==> config.mk <==
export PLATFORM = sky130hd
export DESIGN_NAME = risc_seq_ctrl
export DESIGN_NICKNAME = d
export VERILOG_FILES = /design/src/rtl/risc_pkg.sv /design/src/rtl/risc_decode.sv /design/src/rtl/risc_seq_ctrl.sv
export SDC_FILE = /design/constraint.sdc
export NUM_CORES = 1
export LEC_CHECK = 0
export CORE_ASPECT_RATIO = 0.6
export CORE_MARGIN = 2
export CORE_UTILIZATION = 40
export CTS_CLUSTER_DIAMETER = 200
export DETAILED_ROUTE_END_ITERATION = 6
export GPL_TIMING_DRIVEN = 1
export HOLD_SLACK_MARGIN = 0.06
export PLACE_DENSITY = 0.71
export SYNTH_ARGS = -nofsm -noshare
export SYNTH_HDL_FRONTEND = slang
export SYNTH_SLANG_ARGS = --single-unit
==> constraint.sdc <==
create_clock -name clk -period 2.4 [get_ports clk]
set_clock_uncertainty 0.2 [all_clocks]
set_input_delay 0.48 -clock clk [delete_from_list [all_inputs] [get_ports clk]]
set_output_delay 0.48 -clock clk [all_outputs]
set_load 0.1 [all_outputs]
==> src/rtl/risc_pkg.sv <==
// rtl/risc_pkg.sv - opcodes, sequencer states and instruction field indices for the 8-bit RISC core
package risc_pkg;

    localparam logic [4:0] OP_ADD   = 5'b00000;
    localparam logic [4:0] OP_SUB   = 5'b00001;
    localparam logic [4:0] OP_AND   = 5'b00010;
    localparam logic [4:0] OP_OR    = 5'b00011;
    localparam logic [4:0] OP_XOR   = 5'b00100;
    localparam logic [4:0] OP_STORE = 5'b01000;
    localparam logic [4:0] OP_PUSH  = 5'b01001;
    localparam logic [4:0] OP_POP   = 5'b01010;
    localparam logic [4:0] OP_JMP   = 5'b01100;
    localparam logic [4:0] OP_JZ    = 5'b01101;
    localparam logic [4:0] OP_JC    = 5'b01110;
    localparam logic [4:0] OP_HALT  = 5'b11111;

    localparam int IMM_BIT = 0;

    typedef enum logic [2:0] {
        S_IDLE,
        S_F0,
        S_F1,
        S_DEC,
        S_EX,
        S_EXM,
        S_HALT
    } state_t;

endpackage

==> src/rtl/risc_decode.sv <==
// rtl/risc_decode.sv - instruction class flags from the opcode/mode fields of IR0
module risc_decode
    import risc_pkg::*;
(
    input  logic [4:0] i_op,
    input  logic       i_imm,
    output logic       o_is_alu,
    output logic       o_is_mem,
    output logic       o_is_jump,
    output logic       o_sets_carry
);

    always_comb begin
        o_is_alu     = i_op inside {OP_ADD, OP_SUB, OP_AND, OP_OR, OP_XOR};
        o_is_mem     = o_is_alu && !i_imm;
        o_is_jump    = i_op inside {OP_JMP, OP_JZ, OP_JC};
        o_sets_carry = i_op inside {OP_ADD, OP_SUB};
    end

endmodule

==> src/rtl/risc_seq_ctrl.sv <==
// rtl/risc_seq_ctrl.sv - fetch/decode/execute sequencer owning PC and IR
// Strobes are decoded from registered state and IR, so async reset clears them at once.
module risc_seq_ctrl
    import risc_pkg::*;
(
    input  logic       clk,
    input  logic       rst_n,
    input  logic       i_start,
    input  logic [7:0] i_start_addr,
    input  logic [7:0] i_sram_data,
    input  logic       i_zflag,
    input  logic       i_cflag,
    output logic [7:0] o_sram_addr,
    output logic       o_sram_read,
    output logic       o_sram_write,
    output logic       o_stack_read,
    output logic       o_stack_write,
    output logic [4:0] o_alu_opcode,
    output logic       o_imm7,
    output logic       o_alu_save,
    output logic       o_zflag_save,
    output logic       o_cflag_save,
    output logic [7:0] o_operand2,
    output logic       o_halted
);

    state_t     r_state;
    logic [7:0] r_pc;
    logic [4:0] r_ir0_op;
    logic       r_ir0_imm;
    logic [7:0] r_ir1;

    logic w_is_alu;
    logic w_is_mem;
    logic w_is_jump;
    logic w_sets_carry;
    logic w_take_jump;

    risc_decode u_decode (
        .i_op         (r_ir0_op),
        .i_imm        (r_ir0_imm),
        .o_is_alu     (w_is_alu),
        .o_is_mem     (w_is_mem),
        .o_is_jump    (w_is_jump),
        .o_sets_carry (w_sets_carry)
    );

    assign w_take_jump = (r_ir0_op == OP_JMP)
                       || ((r_ir0_op == OP_JZ) && i_zflag)
                       || ((r_ir0_op == OP_JC) && i_cflag);

    always_ff @(posedge clk or negedge rst_n) begin
        if (!rst_n) begin
            r_state   <= S_IDLE;
            r_pc      <= 8'h00;
            r_ir0_op  <= 5'd0;
            r_ir0_imm <= 1'b0;
            r_ir1     <= 8'h00;
        end else begin
            case (r_state)
                S_IDLE: begin
                    if (i_start) begin
                        r_pc    <= i_start_addr;
                        r_state <= S_F0;
                    end
                end
                S_F0:  r_state <= S_F1;
                S_F1: begin
                    r_ir0_op  <= i_sram_data[7:3];
                    r_ir0_imm <= i_sram_data[IMM_BIT];
                    r_state   <= S_DEC;
                end
                S_DEC: begin
                    r_ir1   <= i_sram_data;
                    r_pc    <= r_pc + 8'd2;
                    r_state <= S_EX;
                end
                S_EX: begin
                    if (r_ir0_op == OP_HALT) begin
                        r_state <= S_HALT;
                    end else if (w_is_mem) begin
                        r_state <= S_EXM;
                    end else begin
                        if (w_is_jump && w_take_jump)
                            r_pc <= r_ir1;
                        r_state <= S_F0;
                    end
                end
                S_EXM:  r_state <= S_F0;
                S_HALT: r_state <= S_HALT;
                default: r_state <= S_IDLE;
            endcase
        end
    end

    always_comb begin
        o_sram_addr   = 8'h00;
        o_sram_read   = 1'b0;
        o_sram_write  = 1'b0;
        o_stack_read  = 1'b0;
        o_stack_write = 1'b0;
        o_alu_save    = 1'b0;
        o_zflag_save  = 1'b0;
        o_cflag_save  = 1'b0;
        o_operand2    = 8'h00;
        case (r_state)
            S_F0: begin
                o_sram_read = 1'b1;
                o_sram_addr = r_pc;
            end
            S_F1: begin
                o_sram_read = 1'b1;
                o_sram_addr = r_pc + 8'd1;
            end
            S_EX: begin
                if (w_is_alu) begin
                    if (r_ir0_imm) begin
                        o_alu_save   = 1'b1;
                        o_zflag_save = 1'b1;
                        o_cflag_save = w_sets_carry;
                        o_operand2   = r_ir1;
                    end else begin
                        o_sram_read = 1'b1;
                        o_sram_addr = r_ir1;
                    end
                end
                case (r_ir0_op)
                    OP_STORE: begin
                        o_sram_write = 1'b1;
                        o_sram_addr  = r_ir1;
                    end
                    OP_PUSH: o_stack_write = 1'b1;
                    OP_POP:  o_stack_read  = 1'b1;
                    default: ;
                endcase
            end
            S_EXM: begin
                o_alu_save   = 1'b1;
                o_zflag_save = 1'b1;
                o_cflag_save = w_sets_carry;
                o_operand2   = i_sram_data;
            end
            default: ;
        endcase
    end

    assign o_alu_opcode = r_ir0_op;
    assign o_imm7       = r_ir0_imm;
    assign o_halted     = (r_state == S_HALT);

endmodule

### Word-level counts from Yosys, hierarchy flattened

Cells that the tools add are included.

| word-level totals | value |
|---|---|
| word-level logic and storage cells | 74 |
| register bits after elaboration | 25 |
| input port bits | 21 |

| cells by class | value |
|---|---|
| reduce and logical (&&, ||, !) cells | 15 |
| $add $sub $neg | 2 |
| muxes and demuxes | 31 |
| equality and inequality tests | 21 |

Operators by type and width:

| kind | number |
|---|---|
| 8-bit 2-to-1 mux | 9 |
| 8-bit one-hot mux with 3 select lines | 2 |
| 5-bit by 4-bit equality test with 1-bit output, second input constant | 6 |
| 3-bit one-hot mux with 7 select lines | 1 |
| 8-bit one-hot mux with 2 select lines | 1 |
| 1-bit 2-to-1 mux | 12 |
| 5-bit by 2-bit equality test with 1-bit output, second input constant | 2 |
| 3-bit equality test, second input constant | 3 |
| 3-bit 2-to-1 mux | 3 |
| 8-bit by 1-bit adder with 8-bit output, second input constant | 1 |
| 8-bit by 2-bit adder with 8-bit output, second input constant | 1 |
| 2-bit inequality test, second input constant | 4 |
| 3-bit by 2-bit equality test with 1-bit output, second input constant | 2 |
| 1-bit one-hot mux with 2 select lines | 3 |
| 3-bit nonzero test | 2 |
| 5-bit by 1-bit equality test with 1-bit output, second input constant | 1 |
| 5-bit by 3-bit equality test with 1-bit output, second input constant | 1 |
| 5-bit equality test, second input constant | 1 |
| 5-bit logical NOT | 1 |
| 5-bit AND reduction | 1 |
| 5-bit nonzero test | 1 |
| 1-bit logical AND | 4 |
| 3-bit by 1-bit equality test with 1-bit output, second input constant | 1 |
| 3-bit logical NOT | 1 |
| other kinds (4) | 5 |

### Longest topological paths before layout

Gate-level depths: netlist (run 1).

| logic depth | value |
|---|---|
| word-level depth | 9 |
| mapped depth | 8 |

### Cells and area by module

From an unflattened synthesis (run 1), not the netlist that was laid out.

| unflattened totals | value |
|---|---|
| cells, all modules | 227 |
| area, all modules | 1849.3 sq um |

Modules (own cells, without submodules):

| module | instances | sequential area each (sq um) | area an instance (sq um) | cells an instance |
|---|---|---|---|---|
| risc_seq_ctrl | 1 | 625.6 | 1796.7 | 221 |
| risc_decode | 1 | 0.0 | 52.6 | 6 |

### Least setup slack after synthesis (run 1)

Ideal clock, no wire load.

| path | value |
|---|---|
| path kind | register to output |
| start point | register r_ir0_op[3], in the netlist o_alu_opcode[3] |
| end point | output o_stack_read |
| slack | -1.875 ns |
| arrival time | 3.595 ns |
| path buffers | 1 |
| stages on the path, launching flop included | 4 |
| cell sequence | dfrtp_1 -> buf_2 -> nand3b_1 -> nor3b_1 |

| on the way | value |
|---|---|
| word-level cells in the longest chain between the ends | 3 |

RTL lines:

| item | RTL line | RTL |
|---|---|---|
| start, declared | risc_seq_ctrl.sv:29 | `logic [4:0] r_ir0_op;` |
| start signal, assigned | risc_seq_ctrl.sv:69 | `r_ir0_op <= i_sram_data[7:3];` |
| 5-bit by 4-bit equality test with 1-bit output | risc_seq_ctrl.sv:127 | `case (r_ir0_op)` |
| 1-bit 2-to-1 mux | risc_seq_ctrl.sv:127 |  |
| 1-bit 2-to-1 mux | risc_seq_ctrl.sv:106 | `case (r_state)` |
| end, declared | risc_seq_ctrl.sv:16 | `output logic o_stack_read,` |

Every way passes these cells.

### Worst setup path in the final report (run 1)

| path | value |
|---|---|
| start point | register r_pc[1] |
| end point | output o_sram_addr[7] |

| on the way | value |
|---|---|
| word-level cells in the longest chain between the ends | 2 |

RTL lines:

| item | RTL line | RTL |
|---|---|---|
| start, declared | risc_seq_ctrl.sv:28 | `logic [7:0] r_pc;` |
| start signal, assigned | risc_seq_ctrl.sv:63 | `r_pc <= i_start_addr;` |
| start signal, assigned | risc_seq_ctrl.sv:75 | `r_pc <= r_pc + 8'd2;` |
| start signal, assigned | risc_seq_ctrl.sv:85 | `r_pc <= r_ir1;` |
| 8-bit by 1-bit adder with 8-bit output | risc_seq_ctrl.sv:113 | `o_sram_addr = r_pc + 8'd1;` |
| 8-bit one-hot mux with 3 select lines | risc_seq_ctrl.sv:106 |  |
| end, declared | risc_seq_ctrl.sv:13 | `output logic [7:0] o_sram_addr,` |

Every way passes these cells.

==> results of run 1 <==
==> repair_timing <==
action,4_1_cts,5_1_grt
pin swaps,9,8
endpoints found under the hold margin,0,0
hold buffers,0,0
setup buffers,7,2
gates resized for setup,12,4
setup endpoints to repair,23,23
==> final timing paths <==
kind,startpoint,end
min in group asynchronous,rst_n,r_state[0]$_DFFE_PN0P_
max,r_pc[1]$_DFFE_PN0P_,o_sram_addr[7]
min reg2reg,o_alu_opcode[2]$_DFFE_PN0P_,o_alu_opcode[2]$_DFFE_PN0P_
min,o_alu_opcode[2]$_DFFE_PN0P_,o_alu_opcode[2]$_DFFE_PN0P_
max in group asynchronous,rst_n,o_alu_opcode[1]$_DFFE_PN0P_
max reg2reg,r_state[0]$_DFFE_PN0P_,r_pc[0]$_DFFE_PN0P_
==> worst max-delay path: stages (launching register included) <==
cell and delay, ns:
dfrtp_1 0.42, ha_2 0.22, and3_4 0.21, nand4_1 0.10, a21o_1 0.18, a221o_4 0.37, buf_12 0.17
==> flip-flops by register name (all words and copies together), names as in the netlist <==
signal,cells
r_state,3
o_alu_opcode,5
o_imm7,1
r_ir1,8
r_pc,8
==> kinds of logic after synthesis <==
| group | Yosys count | synth area share (%) |
|---|---|---|
| and+or+nand+nor | 110 | 29.53 |
| AOI/OAI and AO/OA | 60 | 26.43 |
| DFF | 25 | 32.96 |
| buffers and inverters | 21 | 5.076 |
| xor gates and xnor gates | 5 | 2.307 |
| muxes | 3 | 2.373 |
| adders and majority gates | 2 | 1.318 |
==> Yosys cell counts, types with 3 or more instances <==
cell type and n:
nand2_1 53, dfrtp_1 25, nor2_1 17, clkbuf_1 11, a21oi_1 9, a22o_1 9, a221o_1 7, nand3_1 6
and3_1 5, buf_2 5, nor3_1 5, o2bb2ai_1 5, xnor2_1 4, mux2_4 3, nor2b_1 3, o211ai_1 3
o21a_1 3, o21ai_0 3, o22ai_1 3, o32a_1 3, or2_2 3
==> stage by stage <==
step | instance area, sq um | TNS (ns)
global route | 3237 | -5.582
floorplan | 2198 | -3.815
detailed placement | 3095 | -0.002225
global placement | 3095 | 0
finish | 3237 | -3.887
CTS | 3214 | -3.827
==> layer usage <==
metal | track usage (%) | part of all wire (%)
met1 | 38.13 | 48
met2 | 33.54 | 41
met3 | 6.605 | 11
met4 | 2.311 | 0
met5 | 0 | 0
==> cell type report <==
class | count | area, sq um
Tap cell | 63 | 78.83
Clock inverter | 1 | 8.758
Inverter | 3 | 11.26
Sequential cell | 25 | 640.6
Fill cell | 335 | 1328
Clock buffer | 3 | 41.29
Timing Repair Buffer | 85 | 1012
Multi-Input combinational cell | 180 | 1444
==> impl_metrics.ini, run 1 <==
[drt]
firstDrtPassIters = 4
wirelength_mm = 6.033
ant_nets = 0
first_iter_violations = 171
drc = 0
via_per_inst = 5.625
wire_per_inst_um = 16.76
via_count = 2025

[critical_path]
rrSetupSlack_ns = 0.28
cp.arrival_ns = 1.94
end_kind = primary output
cp.required_ns = 1.72
crit_type = register to primary output
reg2reg_depth = 6
path_max_fanout = 4
critPathLaunchType = register

[cts]
worstSkewPairLatency_ns = 0.28
root_buffer = clkbuf_8
cts_buffers = 3
cts_sinks = 25
cts_tree = built
htreeDepth = 1
path_clk_slew_ns = 0.10
clock_path_buffers = 2

[yosys]
synth_edf_count = 0
syn-num-nets = 249
synthTopCellsByArea = dfrtp_1 33%, nand2_1 10%, a22o_1 4.2%, a221o_1 3.7%, nor2_1 3.4%
syn-cell-area_sq_um = 1898
synth_cell_types = 54
synth_top_cell_by_area = dfrtp_1
avgSynthCellArea_sq_um = 8.399
synth_top_area_share_pct = 32.96
synth_top_flop_cell = dfrtp_1
yosysWarnings = 0
async_flop_share_pct = 100.0
syn_inst = 226
seq_area_frac_synth_pct = 32.96
ys_ff_latch = 25

[sta]
fin_crit_sh_pct = 109.4
drv_slew = 0
setup_ws_ns = -0.2247
period_needed_ns = 2.625
finalHoldViolations = 0
rsz0062_at_grt = true
hold_slack_ns = 0.3197
setup-violations-final = 23
max_freq_mhz = 381.0
worst_pin_slew_ns = 0.4964
slew_headroom_pct = 66.87

[layout]
layout.nets = 321
diodes = 0
final_common_cell = nand2_1
final_cells = 360
final_cell_mix = 53 x nand2_1, 37 x buf_4, 25 x buf_12
drive_above_1_share_pct = 41.08
area_growth_pct = 70.53
final_core_util_pct = 70.92

[floorplan]
rows = 19
io_pins = 51
die_x_um = 92.93
die_h_um = 57.36
start_util_pct = 41.58
dieArea_sq_um = 5330
core-area_sq_um = 4564

[global_route]
grt_pass1_wl_mm = 10.02
grt_overflow_total = 0
first_global_vias = 1973
antenna_found_initial = 0
grt_usage_pct = 24.03
grt_start_max_net_pins = 26

[placement]
portBuffers = 50
dp_cells = 349
hpwl_mm = 4.579
place.gp.congestion = 0.9056
pre_cts_ws_ns = -0.002166

[outcome]
violations = negative setup slack
status = complete, but fails checks

[worst_hold_path]
hp-class = register to register
min_path_cells = 2

[run]
maxCapViolations = 0
Power of run 1 is left out: the tool's default activity adds up to more than one toggle a clock period on the data nets, which glitch-free logic cannot reach.
==> inputs of run 2 (changes only) <==
- DONT_BUFFER_PORTS: unset -> 1
- PLACE_DENSITY: 0.71 -> unset
==> run 2 against run 1 <==
Maximum frequency shrank 2.0%. Non-clock buffer count shrank 17. First-iteration DRC count shrank 24%. The run still ends with negative setup slack left. Via count grew 3.9%. Worst hold slack lost 0.22 ns. Worst setup slack lost 0.053 ns. Critical path type unchanged. Largest cell class unchanged. Sequential share of layout area grew 1.4 points. Clock-buffer cell count is the same.
==> impl_metrics.ini, run 2 (synthesis gave the netlist of run 1 again) <==
[outcome]
violations = negative setup slack
status = complete, but fails checks

[cts]
root_buffer = clkbuf_8
cts_sinks = 25
path_clk_slew_ns = 0.09
cts_buffers = 3
htreeDepth = 1
clock_path_buffers = 2
worstSkewPairLatency_ns = 0.28
cts_tree = built

[placement]
hpwl_mm = 4.939
dp_cells = 321
place.gp.congestion = 0.9458
portBuffers = 0

[global_route]
antenna_found_initial = 0
grt_busiest_layer = met2
met1_usage_pct = 36.74
first_global_vias = 2109
grt_start_max_net_pins = 26
grt_pass1_wl_mm = 10.99
grt_usage_pct = 27.07
grtUsageMet3_pct = 6.737
grt_overflow_total = 0
met2_usage_pct = 44.82

[worst_hold_path]
min_path_cells = 2
hp-class = input port to register

[critical_path]
cp_slowest_cell = or3b_4
crit_type = register to primary output
path_max_fanout = 4
cpPeakStageDelay_ns = 0.42
cp_top_family = simple AND/OR/NAND/NOR gates
cp.required_ns = 1.72
cp_cell_sequence = or3b_4 -> nor2_4 -> buf_4 -> buf_6 -> and3_4 -> a22o_4
reg2reg_depth = 8
end_kind = primary output
critPathLaunchType = register
crit_buf_inv = 2
cp.arrival_ns = 2.00
cp.depth = 6

[layout]
drive_above_1_share_pct = 47.69
nFillCells = 347
final_cell_mix = 53 x nand2_1, 44 x buf_4, 18 x dfrtp_1
final_common_cell = nand2_1
final_cells = 344
layout.nets = 305
area_growth_pct = 59.92
final_core_util_pct = 66.50
diodes = 0

[drt]
via_per_inst = 6.113
via_count = 2103
wire_per_inst_um = 20.32
drc = 0
first_iter_violations = 130
wirelength_mm = 6.989
ant_nets = 0
firstDrtPassIters = 4

[sta]
drv_slew = 0
slew_headroom_pct = 73.66
setup_ws_ns = -0.2778
finalHoldViolations = 0
max_freq_mhz = 373.4
fin_crit_sh_pct = 111.6
setup-violations-final = 23
rsz0062_at_grt = true
period_needed_ns = 2.678
worst_pin_slew_ns = 0.3950

[floorplan]
core-area_sq_um = 4564
start_util_pct = 41.58
dieArea_sq_um = 5330
die_h_um = 57.36
io_pins = 51
die_x_um = 92.93
rows = 19

[run]
maxCapViolations = 0
run 2: cell types whose count changed in the layout (fill, tap and decap cells not counted), sizes merged:
cell           previous run  this run
and3                      5         6
clkinvlp                  0         2
clkdlybuf4s50            20         0
buf                      65        67
dlygate4sd3               0         1
clkinv                    1         0
inv                       3         2
run 2: worst paths after layout:
check	endpoint	start	slack [ns]
setup / recovery	o_operand2[6]	r_state[2]$_DFFE_PN0P_	-0.28
hold / removal	r_ir1[1]$_DFFE_PN0P_	i_sram_data[1]	0.10
hold reg to reg	o_alu_opcode[2]$_DFFE_PN0P_	o_alu_opcode[2]$_DFFE_PN0P_	0.33
min in group asynchronous	r_state[2]$_DFFE_PN0P_	rst_n	0.45
setup reg to reg	r_pc[3]$_DFFE_PN0P_	r_state[0]$_DFFE_PN0P_	0.10
max in group asynchronous	o_alu_opcode[3]$_DFFE_PN0P_	rst_n	1.38
run 2: layout make-up:
type	count	area [sq um]	share of cell area (%)
inverters	3	15.01	0.4946
clock inverters	1	7.507	0.2473
flip-flops and latches	25	641.9	21.15
repair buffers	68	743.2	24.48
clock buffers	3	41.29	1.360
well taps	63	78.83	2.597
multi-input cells	181	1508	49.67
run 2: through the flow:
stage / worst slack [ns] / hold slack [ns] / TNS, ns / cell area [sq um]
floorplan: -0.5033 / -0.01559 / -3.815 / 2198
global placement: 0.03301 / -0.01459 / 0 / 2710
detailed placement: 0.01704 / -0.01409 / 0 / 2710
CTS: -0.2480 / 0.09804 / -3.314 / 2949
global route: -0.3224 / 0.08372 / -6.133 / 3035
finish: -0.2778 / 0.1036 / -4.995 / 3035
run 2: repair_timing:
action,in CTS,in global routing
setup endpoints to repair,23,24
cloned,1,0
hold buffers,2,0
gates resized for setup,22,10
hold endpoints to repair,25,0
pin swaps,8,7
setup buffers,11,7
run 2: per-layer routing:
metal	vias up	part of all wire [%]
met4	0	1.4
met1	1048	43
li1	937	-
met5	-	0
met2	104	46
met3	14	9.9
Power of run 2 is left out for the same reason.
==> inputs of run 3 (changes only) <==
- TNS_END_PERCENT: unset -> 20
==> run 3 against run 2 <==
The flow still finishes with violations (negative setup slack). Non-clock buffer count is 5 lower. Worst hold slack got worse by 0.0041 ns. Sequential share of layout area grew 0.57 points. Cell area down 3.4%. Critical path depth unchanged. Die area stayed put. Wire length shrank 13%.
==> impl_metrics.ini, run 3 (synthesis gave the netlist of run 1 again) <==
[global_route]
antenna_found_initial = 0
grt_start_max_net_pins = 26
grt_pass1_wl_mm = 9.666
grt_usage_pct = 23.13
met1_usage_pct = 35.20
grt_busiest_layer = met1
grt_overflow_total = 0
grtUsageMet3_pct = 6.605
first_global_vias = 1846
met2_usage_pct = 33.23

[cts]
cts_tree = built
cts_buffers = 3
path_clk_slew_ns = 0.10
worstSkewPairLatency_ns = 0.28
root_buffer = clkbuf_8
cts_sinks = 25
htreeDepth = 1
clock_path_buffers = 2

[floorplan]
io_pins = 51
start_util_pct = 41.58
core-area_sq_um = 4564
die_h_um = 57.36
dieArea_sq_um = 5330
rows = 19
die_x_um = 92.93

[layout]
final_cells = 338
final_common_cell = nand2_1
final_cell_mix = 53 x nand2_1, 33 x buf_4, 25 x buf_12
fin_area_sq_um = 2933
diodes = 0
layout.nets = 299
area_growth_pct = 54.52
drive_above_1_share_pct = 44.36
final_core_util_pct = 64.25

[sta]
slew_headroom_pct = 74.08
worst_pin_slew_ns = 0.3888
period_needed_ns = 2.620
finalHoldViolations = 0
fin_crit_sh_pct = 109.1
max_freq_mhz = 381.7
setup_ws_ns = -0.2196
setup-violations-final = 23
drv_slew = 0
hold_slack_ns = 0.09949
rsz0062_at_grt = true

[placement]
dp_cells = 328
portBuffers = 0
hpwl_mm = 4.520
place.gp.congestion = 0.8495
placed_cell_area_sq_um = 2725

[drt]
via_per_inst = 5.814
via_count = 1965
first_iter_violations = 168
wirelength_mm = 6.073
ant_nets = 0
drc = 0
firstDrtPassIters = 4
wire_per_inst_um = 17.97

[outcome]
status = complete, but fails checks
violations = negative setup slack

[critical_path]
critPathLaunchType = register
path_max_fanout = 3
cp.required_ns = 1.72
cp.arrival_ns = 1.94
rrSetupSlack_ns = 0.30
crit_type = register to primary output
end_kind = primary output

[run]
maxCapViolations = 0

[worst_hold_path]
hp-class = input port to register
==> run 3: cell types whose count changed in the layout (fill, tap and decap cells not counted), moves of 3 or more <==
cell,delta
a221o_4,-6
buf_4,-11
buf_12,+9
and3_2,+3
and3_4,-3
a22o_4,-8
a221o_2,+6
a22o_2,+8
==> run 3: timing repair <==
item | in CTS | in global routing
setup endpoints to repair | 23 | 23
hold buffers | 2 | 0
resized for setup | 14 | 9
hold endpoints to repair | 25 | 0
buffers inserted | 4 | 0
pin swaps | 13 | 0
==> run 3: metal layers <==
layer	up-vias	wire, um
met5	-	0
met4	0	38
met3	4	645
met2	93	2613
met1	941	2776
li1	927	-
==> run 3: final timing paths <==
kind / start / end / depth (start not counted)
max in group asynchronous: rst_n / o_alu_opcode[4]$_DFFE_PN0P_ / 2
worst max-delay path: r_pc[1]$_DFFE_PN0P_ / o_sram_addr[7] / 6
min in group asynchronous: rst_n / o_alu_opcode[3]$_DFFE_PN0P_ / 2
worst max register to register: o_alu_opcode[1]$_DFFE_PN0P_ / r_pc[3]$_DFFE_PN0P_ / 6
worst min register to register: r_ir1[5]$_DFFE_PN0P_ / r_ir1[5]$_DFFE_PN0P_ / 2
worst min-delay path: i_sram_data[6] / o_alu_opcode[3]$_DFFE_PN0P_ / 2
==> run 3: critical path: stages (launching register included) <==
cell	delay, ns
dfrtp_1	0.40
ha_2	0.20
and3_4	0.19
nand4_1	0.11
a21o_1	0.18
a221o_2	0.39
buf_12	0.18
==> run 3: area by class of cell <==
class / count / area, sq um
Clock inverter: 1 / 7.507
Tap cell: 63 / 78.83
Multi-Input combinational cell: 180 / 1354
Fill cell: 400 / 1632
Sequential cell: 25 / 636.9
Inverter: 3 / 11.26
Clock buffer: 3 / 41.29
Timing Repair Buffer: 63 / 803.3
==> run 3: metrics by stage <==
stage / worst slack, ns / setup TNS, ns
after CTS: -0.1975 / -3.676
after global placement: 0.04945 / 0
after global routing: -0.2635 / -5.249
after floorplan: -0.5033 / -5.668
final: -0.2196 / -4.035
after detailed placement: -0.002473 / -0.002473
Power of run 3 is left out for the same reason.
